## config.mk

```make
export PLATFORM = sky130hd
export DESIGN_NAME = mem_arbiter
export DESIGN_NICKNAME = d
export VERILOG_FILES = /design/src/rtl/mem_arbiter.sv
export SDC_FILE = /design/constraint.sdc
export NUM_CORES = 1
export LEC_CHECK = 0
export CAP_MARGIN = 30
export CORE_ASPECT_RATIO = 1.2
export CORE_MARGIN = 8
export CORE_UTILIZATION = 55
export DETAILED_ROUTE_END_ITERATION = 10
export DONT_BUFFER_PORTS = 1
export PLACE_DENSITY_LB_ADDON = 0.08
export SLEW_MARGIN = 5
export SYNTH_ARGS = -nofsm -noshare
export SYNTH_HDL_FRONTEND = slang
export SYNTH_SLANG_ARGS = --single-unit
export TNS_END_PERCENT = 10
```

## constraint.sdc

```tcl
create_clock -name clk -period 2.2 [get_ports clk]
set_input_delay 0.44 -clock clk [delete_from_list [all_inputs] [get_ports clk]]
set_output_delay 0.44 -clock clk [all_outputs]
set_load 0.05 [all_outputs]
```

## src/rtl/mem_arbiter.sv

```systemverilog
// Shares one single-port memory between instruction fetch and load/store data; grants are combinational, read data returns one cycle after grant.
// Optional MEM_ARB_RR_EN: round-robin contention instead of data priority with a MAX_HOLD starvation guard.
module mem_arbiter #(
  parameter int unsigned MAX_HOLD = 4
) (
  input  logic        clk,
  input  logic        rst,
  input  logic        if_req,
  input  logic [15:0] if_addr,
  output logic        if_gnt,
  output logic        if_rvalid,
  output logic [15:0] if_rdata,
  input  logic        d_req,
  input  logic        d_we,
  input  logic [15:0] d_addr,
  input  logic [15:0] d_wdata,
  output logic        d_gnt,
  output logic        d_rvalid,
  output logic [15:0] d_rdata,
  output logic        mem_ren,
  output logic        mem_wen,
  output logic [15:0] mem_addr,
  output logic [15:0] mem_wdata,
  input  logic [15:0] mem_rdata
);

  typedef enum logic [1:0] {OWN_NONE, OWN_IF, OWN_D} owner_e;

  owner_e      rd_owner_q, rd_owner_d;
  logic [15:0] if_rdata_q, d_rdata_q;
  logic        if_win, d_win;
  logic        contend;

  assign contend = if_req & d_req;

`ifdef MEM_ARB_RR_EN
  logic last_d_q;

  always_comb begin
    if_win = if_req;
    d_win  = d_req;
    if (contend) begin
      if_win = last_d_q;
      d_win  = ~last_d_q;
    end
  end

  // Only contended cycles move the round-robin pointer.
  always_ff @(posedge clk or negedge rst) begin
    if (!rst)         last_d_q <= 1'b1;
    else if (contend) last_d_q <= d_win;
  end
`else
  logic [3:0] hold_cnt_q, hold_cnt_d;
  logic       fetch_forced;

  assign fetch_forced = (hold_cnt_q == 4'(MAX_HOLD));

  always_comb begin
    if_win = if_req;
    d_win  = d_req;
    if (contend) begin
      if_win = fetch_forced;
      d_win  = ~fetch_forced;
    end
  end

  always_comb begin
    hold_cnt_d = hold_cnt_q;
    if (!if_req || if_win)
      hold_cnt_d = 4'd0;
    else if (d_win && (hold_cnt_q < 4'(MAX_HOLD)))
      hold_cnt_d = hold_cnt_q + 4'd1;
  end

  always_ff @(posedge clk or negedge rst) begin
    if (!rst) hold_cnt_q <= 4'd0;
    else      hold_cnt_q <= hold_cnt_d;
  end
`endif

  // Reset gates the combinational request path so nothing reaches memory while rst is low.
  always_comb begin
    if_gnt    = 1'b0;
    d_gnt     = 1'b0;
    mem_ren   = 1'b0;
    mem_wen   = 1'b0;
    mem_addr  = 16'd0;
    mem_wdata = 16'd0;
    if (rst) begin
      if (if_win) begin
        if_gnt   = 1'b1;
        mem_ren  = 1'b1;
        mem_addr = if_addr;
      end else if (d_win) begin
        d_gnt     = 1'b1;
        mem_ren   = ~d_we;
        mem_wen   = d_we;
        mem_addr  = d_addr;
        mem_wdata = d_wdata;
      end
    end
  end

  always_comb begin
    rd_owner_d = OWN_NONE;
    if (if_gnt)              rd_owner_d = OWN_IF;
    else if (d_gnt && !d_we) rd_owner_d = OWN_D;
  end

  always_ff @(posedge clk or negedge rst) begin
    if (!rst) begin
      rd_owner_q <= OWN_NONE;
      if_rdata_q <= 16'd0;
      d_rdata_q  <= 16'd0;
    end else begin
      rd_owner_q <= rd_owner_d;
      if (rd_owner_q == OWN_IF) if_rdata_q <= mem_rdata;
      if (rd_owner_q == OWN_D)  d_rdata_q  <= mem_rdata;
    end
  end

  // Owner sees live memory data; the other port keeps showing its last response.
  assign if_rvalid = (rd_owner_q == OWN_IF);
  assign d_rvalid  = (rd_owner_q == OWN_D);
  assign if_rdata  = if_rvalid ? mem_rdata : if_rdata_q;
  assign d_rdata   = d_rvalid  ? mem_rdata : d_rdata_q;

endmodule

```

# [Yosys cells after proc, flatten, opt, wreduce, memory -nomap -nowiden]
# Index checks and enable logic that the tools add are counted.
[op_classes] eq_ne=3 magnitude_cmp=1 bitwise=3 n_addsub=1 mux=25 reduce_logical=6
[ops] op="$mux 16" count=8
[ops] op="$mux 1" count=13
[ops] op="$mux 4" count=2
[ops] op="$add 4x1->4 const B" count=1
[ops] op="$eq 4x3->1 const B" count=1
[ops] op="$lt 4x3->1 const B" count=1
[ops] op="$mux 2" count=2
[ops] op="$eq 2x1->1 const B" count=1
[ops] op="$eq 2x2->1 const B" count=1
[ops] op="$logic_and 1x1->1" count=2
[ops] op="$logic_not 1->1" count=2
[ops] op="$not 1->1" count=2
[ops] op="$reduce_bool 2->1" count=1
[ops] op="$and 1x1->1" count=1
[ops] op="$logic_or 1x1->1" count=1
[word_totals] in_bits=69 ff_bits=38

# [Longest topological paths before layout]
[logic_depth] depth_word=9 ltp_mapped=7 ltp_nobuf=5

# [Worst setup path after synthesis]
# Ideal clock, no wire load.
[synth_path] kind="register -> output" start="register hold_cnt_q[0]" end="output mem_addr[10]" required_time_ns=1.760 slack_ns=0.017 n_path_buf=1 t_arrival_ns=1.743 path_stages_with_launch=7 path_cell_list="dfrtp_1 -> inv_1 -> ha_1 -> nand3b_4 -> a21oi_4 -> buf_4 -> a22o_1"
[synth_between] elab_chain_cells=6 word_cells_on_any_way=7
[synth_rtl] item="from (decl)" line="54" rtl="logic [3:0] hold_cnt_q, hold_cnt_d;"
[synth_rtl] item="from (signal assigned)" line="78" rtl="else hold_cnt_q <= hold_cnt_d;"
[synth_rtl] item="$eq 4x3->1 *" line="57" rtl="assign fetch_forced = (hold_cnt_q == 4'(MAX_HOLD));"
[synth_rtl] item="$not 1->1" line="64" rtl="d_win = ~fetch_forced;"
[synth_rtl] item="$mux 1" line="62" rtl="if (contend) begin"
[synth_rtl] item="$mux 16" line="95" rtl="end else if (d_win) begin"
[synth_rtl] item="$mux 16 *" line="91" rtl="if (if_win) begin"
[synth_rtl] item="$mux 16 *" line="90" rtl="if (rst) begin"
[synth_rtl] item="to (decl)" line="22" rtl="output logic [15:0] mem_addr,"
# Mark *: on every way between the ends. The rest lies on a longest branch, timed or not.

# [Worst setup path in the final report]
[layout_path] start="register hold_cnt_q[1]" end="output mem_addr[15]"
# The elaborated chain is that of the path after synthesis.

==> results list <==
- Status: finished, violations left
- The final reports fail on negative setup slack.
- Post-synthesis cell area: 1815 um^2
- Setup violations remaining at the end of the flow were counted as 34.
- Cell internal pwr: 0.001350 W
- The worst path in the final design needs a cycle of 2346 ps, including I/O delays and setup.
- First-pass GRT wire length: 9211 um
- Critical setup path kind: reg -> out
- Number of iterations in the first detailed-routing pass: 4
- The first routing iteration left 83 violations.
* Clock Skews: 4.112 ps
- Summed over all nets, the switching power comes to 0.001046 W.
- The area growth from synthesis to layout is 61.27%.
- Sequential element share of the synthesized area: 0.5238
- Dominant register cell in the synthesized netlist: sky130_fd_sc_hd__dfrtp_1
* Leading cell type by number of instances after synthesis: sky130_fd_sc_hd__dfrtp_1
- Summed over all cells, the static leakage comes to 1.336 nW.
* Share of flip-flops with an asynchronous set or reset after synthesis: 1.000
- The design draws 0.002396 W.
* Cell accounting for the most synthesized area: sky130_fd_sc_hd__dfrtp_1
- Post-detailed-placement half-perimeter wirelength: 4701 um
- The number of antenna diodes in the final layout is 0.
- Multi-input logic area: 884.6 um^2
- Total routing usage reported by global routing: 0.2350
* Core area: 3252 um^2
- The worst setup path is launched from a register.
- The number of antenna violations at the first check in global routing was 0.
- Fraction of layout cells with a size suffix above 1: 0.6193
- Die extent in y: 78.94 um
- Core Rows: 23
* Part of the power in registers: 0.359
- Path type of the worst min-delay path: in -> reg
- The share of total power dissipated in combinational logic is 0.456.
- Antenna-violating nets left: 0
- Kind of end point of the critical path: primary output
- For this block, the routed nets add up to 7314 um of wire.
- Number of nets produced by synthesis: 212
- Largest cells by area after synthesis: sky130_fd_sc_hd__dfrtp_1 52%, sky130_fd_sc_hd__mux2_2 19%, sky130_fd_sc_hd__a22o_1 7.7%
- In the routed layout, each cell is associated on average with a via count of 6.226.
- Mean instance size in the synthesized netlist: 12.88 um^2
- Utilization of the core after routing: 0.9003
- Final critical-path setup slack: -146.1 ps
- In this run, placement finished with an instance count of 211.
- During placement, the flow inserted port buffers numbering 0.
- Worst-case clock buffer depth: 2
* Proportion of netlist area held by the largest area contributor: 0.5238
- Number of different library cells in the post-synthesis netlist: 21
* Final weighted congestion in routability-driven placement: 0.7935
* Count of synthesis-stage warnings from yosys: 0
* Via count of the first global-routing pass: 1593
* Sequential Area: 950.9 um^2
- DRC violations left: 0
* Maximum number of pins on one net before global-route repair: 39
- For the worst setup path, the data arrival time is 1910 ps.
* Unrepaired setup endpoints after global routing: yes
* Setup slack at placement: 31.29 ps
- The initial utilization of the core area, before any placement, comes to 0.5583.
- Clock tree synthesis found a total of 38 sinks.
* Ports: 139
* IR Drop Worst-Case VDD: 802.9 uV
- From left edge to right edge, the die measures 68.45 um.
* Post-synthesis sequential element count: 38
- Wire per inst: 31.26 um
- Critical path required time: 1760 ps
- In this run the tightest slew margin relative to its limit is 0.6706.
- Highest Clock Rate: 426.2 MHz
- H-tree Lvls: 2
* Final critical-path share of the clock period: 1.066
- Post-synthesis instance total: 141
* Number of CTS-inserted buffers: 5
- In this run the worst path has a maximum fanout of 6.
* Number of maximum-capacitance violations: 0
- The final layout contains 268 nets.
- The floorplan step defined a die boundary enclosing 5403 um^2.
- Proportion of total power due to net switching: 0.4365
- Tightest Pin Transition: 494.0 ps
- Number of pins exceeding their max-slew limit in the final report: 0
- Total of fill cells in the finished design: 120
- Final Hold Viols: 0
- The clock reaches the later pin of the worst-skew pair after 280 ps.
- Finished Layout Cells: 234
* Clock transition at the register clock pins on the worst setup and hold paths after CTS: 70 ps
- Of the total power, the clock network draws 0.184.
- Power per cell area: 818.3 nW/um^2
* Number of vias in the routed layout: 1457
- CTS root buf: sky130_fd_sc_hd__clkbuf_8
* CTS tree: yes
* Total congestion overflow after global routing: 0
- The synthesized design contains 0 enable-type register cells.
* Most used standard cells in the synthesized netlist: 38 x sky130_fd_sc_hd__dfrtp_1, 31 x sky130_fd_sc_hd__mux2_2, 18 x sky130_fd_sc_hd__and2_1, 16 x sky130_fd_sc_hd__a22o_1, 6 x sky130_fd_sc_hd__inv_1
stage by stage:
stage | cell area [um^2] | hold slack, ps | TNS, ps
finish | 2928 | 324.4 | -2823
detailed placement | 2545 | 145.5 | 0
global route | 2928 | 321.9 | -4463
global placement | 2545 | 145.4 | 0
floorplan | 1815 | 144.4 | 0
CTS | 2831 | 309.0 | -1357
kinds of logic after synthesis:
group / synth area share
AOI/OAI and AO/OA: 0.1123
adders and majority gates: 0.01378
buffers and inverters: 0.05238
DFF: 0.5238
muxes: 0.1985
and+or+nand+nor: 0.09925
registers in the layout, indices dropped and copies added, names as in the netlist:
register    count
d_rdata_q      16
if_rdata_q     16
hold_cnt_q      4
rd_owner_q      2
layout by cell type, fill, tap and decap left out, drive strengths merged:
| master | count |
|---|---|
| a22o | 16 |
| and3 | 1 |
| nand2 | 5 |
| mux2 | 32 |
| a21oi | 4 |
| clkbuf | 9 |
| ha | 2 |
| dlygate4sd3 | 1 |
| and2 | 18 |
| buf | 55 |
| inv | 6 |
| dfrtp | 38 |
| a21o | 1 |
| o21ai | 3 |
| nand3b | 1 |
| o211a | 1 |
| nor2b | 2 |
| nor2 | 1 |
| nand2b | 1 |
worst paths after layout:
check                               from  slack, ps  cells past startpoint              to
max in group asynchronous            rst       1390                      2    d_rdata_q[6]
max reg2reg                rd_owner_q[1]        640                      3  if_rdata_q[14]
min reg2reg                hold_cnt_q[3]        670                      1   hold_cnt_q[3]
max                        hold_cnt_q[1]       -150                      7    mem_addr[15]
min                                d_req        320                      1   hold_cnt_q[3]
min in group asynchronous            rst        620                      2   if_rdata_q[5]
what timing repair did:
| action | CTS | global route |
|---|---|---|
| gates cloned | 1 | 2 |
| endpoints found under the setup margin | 35 | 35 |
| pin swaps | 3 | 18 |
| buffers inserted | 8 | 3 |
| endpoints found under the hold margin | 38 | 0 |
| resized for setup | 25 | 4 |
| hold buffers | 2 | 0 |
worst max-delay path, stage by stage (launching register included):
cell,delay [ps]
sky130_fd_sc_hd__dfrtp_1,410
sky130_fd_sc_hd__inv_2,80
sky130_fd_sc_hd__ha_4,160
sky130_fd_sc_hd__nand3b_4,90
sky130_fd_sc_hd__o211a_4,310
sky130_fd_sc_hd__buf_12,170
sky130_fd_sc_hd__a22o_1,230
sky130_fd_sc_hd__buf_12,160
cell type report:
class / count / share of cell area
Tap cell: 37 / 0.01581
Clock buffer: 7 / 0.02607
Inverter: 6 / 0.007692
Multi-Input combinational cell: 88 / 0.3021
Timing Repair Buffer: 58 / 0.3235
Sequential cell: 38 / 0.3248
routing by layer:
layer | vias to the layer above | track usage | part of all wire
li1 | 603 | - | -
met1 | 728 | 0.2299 | 0.31
met2 | 111 | 0.3970 | 0.52
met3 | 15 | 0.1224 | 0.13
met4 | 0 | 0.1006 | 0.038
met5 | - | 0 | 0
power by group through the flow:
stage / Sequential [W] / Clock [W] / Combinational [W]
after floorplan: 0.000855 / 0 / 0.000805
after global placement: 0.000862 / 0 / 0.000997
after detailed placement: 0.000870 / 0 / 0.00101
after CTS: 0.000857 / 0.000447 / 0.00107
after global routing: 0.000870 / 0.000480 / 0.00112
final: 0.000861 / 0.000441 / 0.00109
Note: power is estimated with default switching activity, not from simulation.
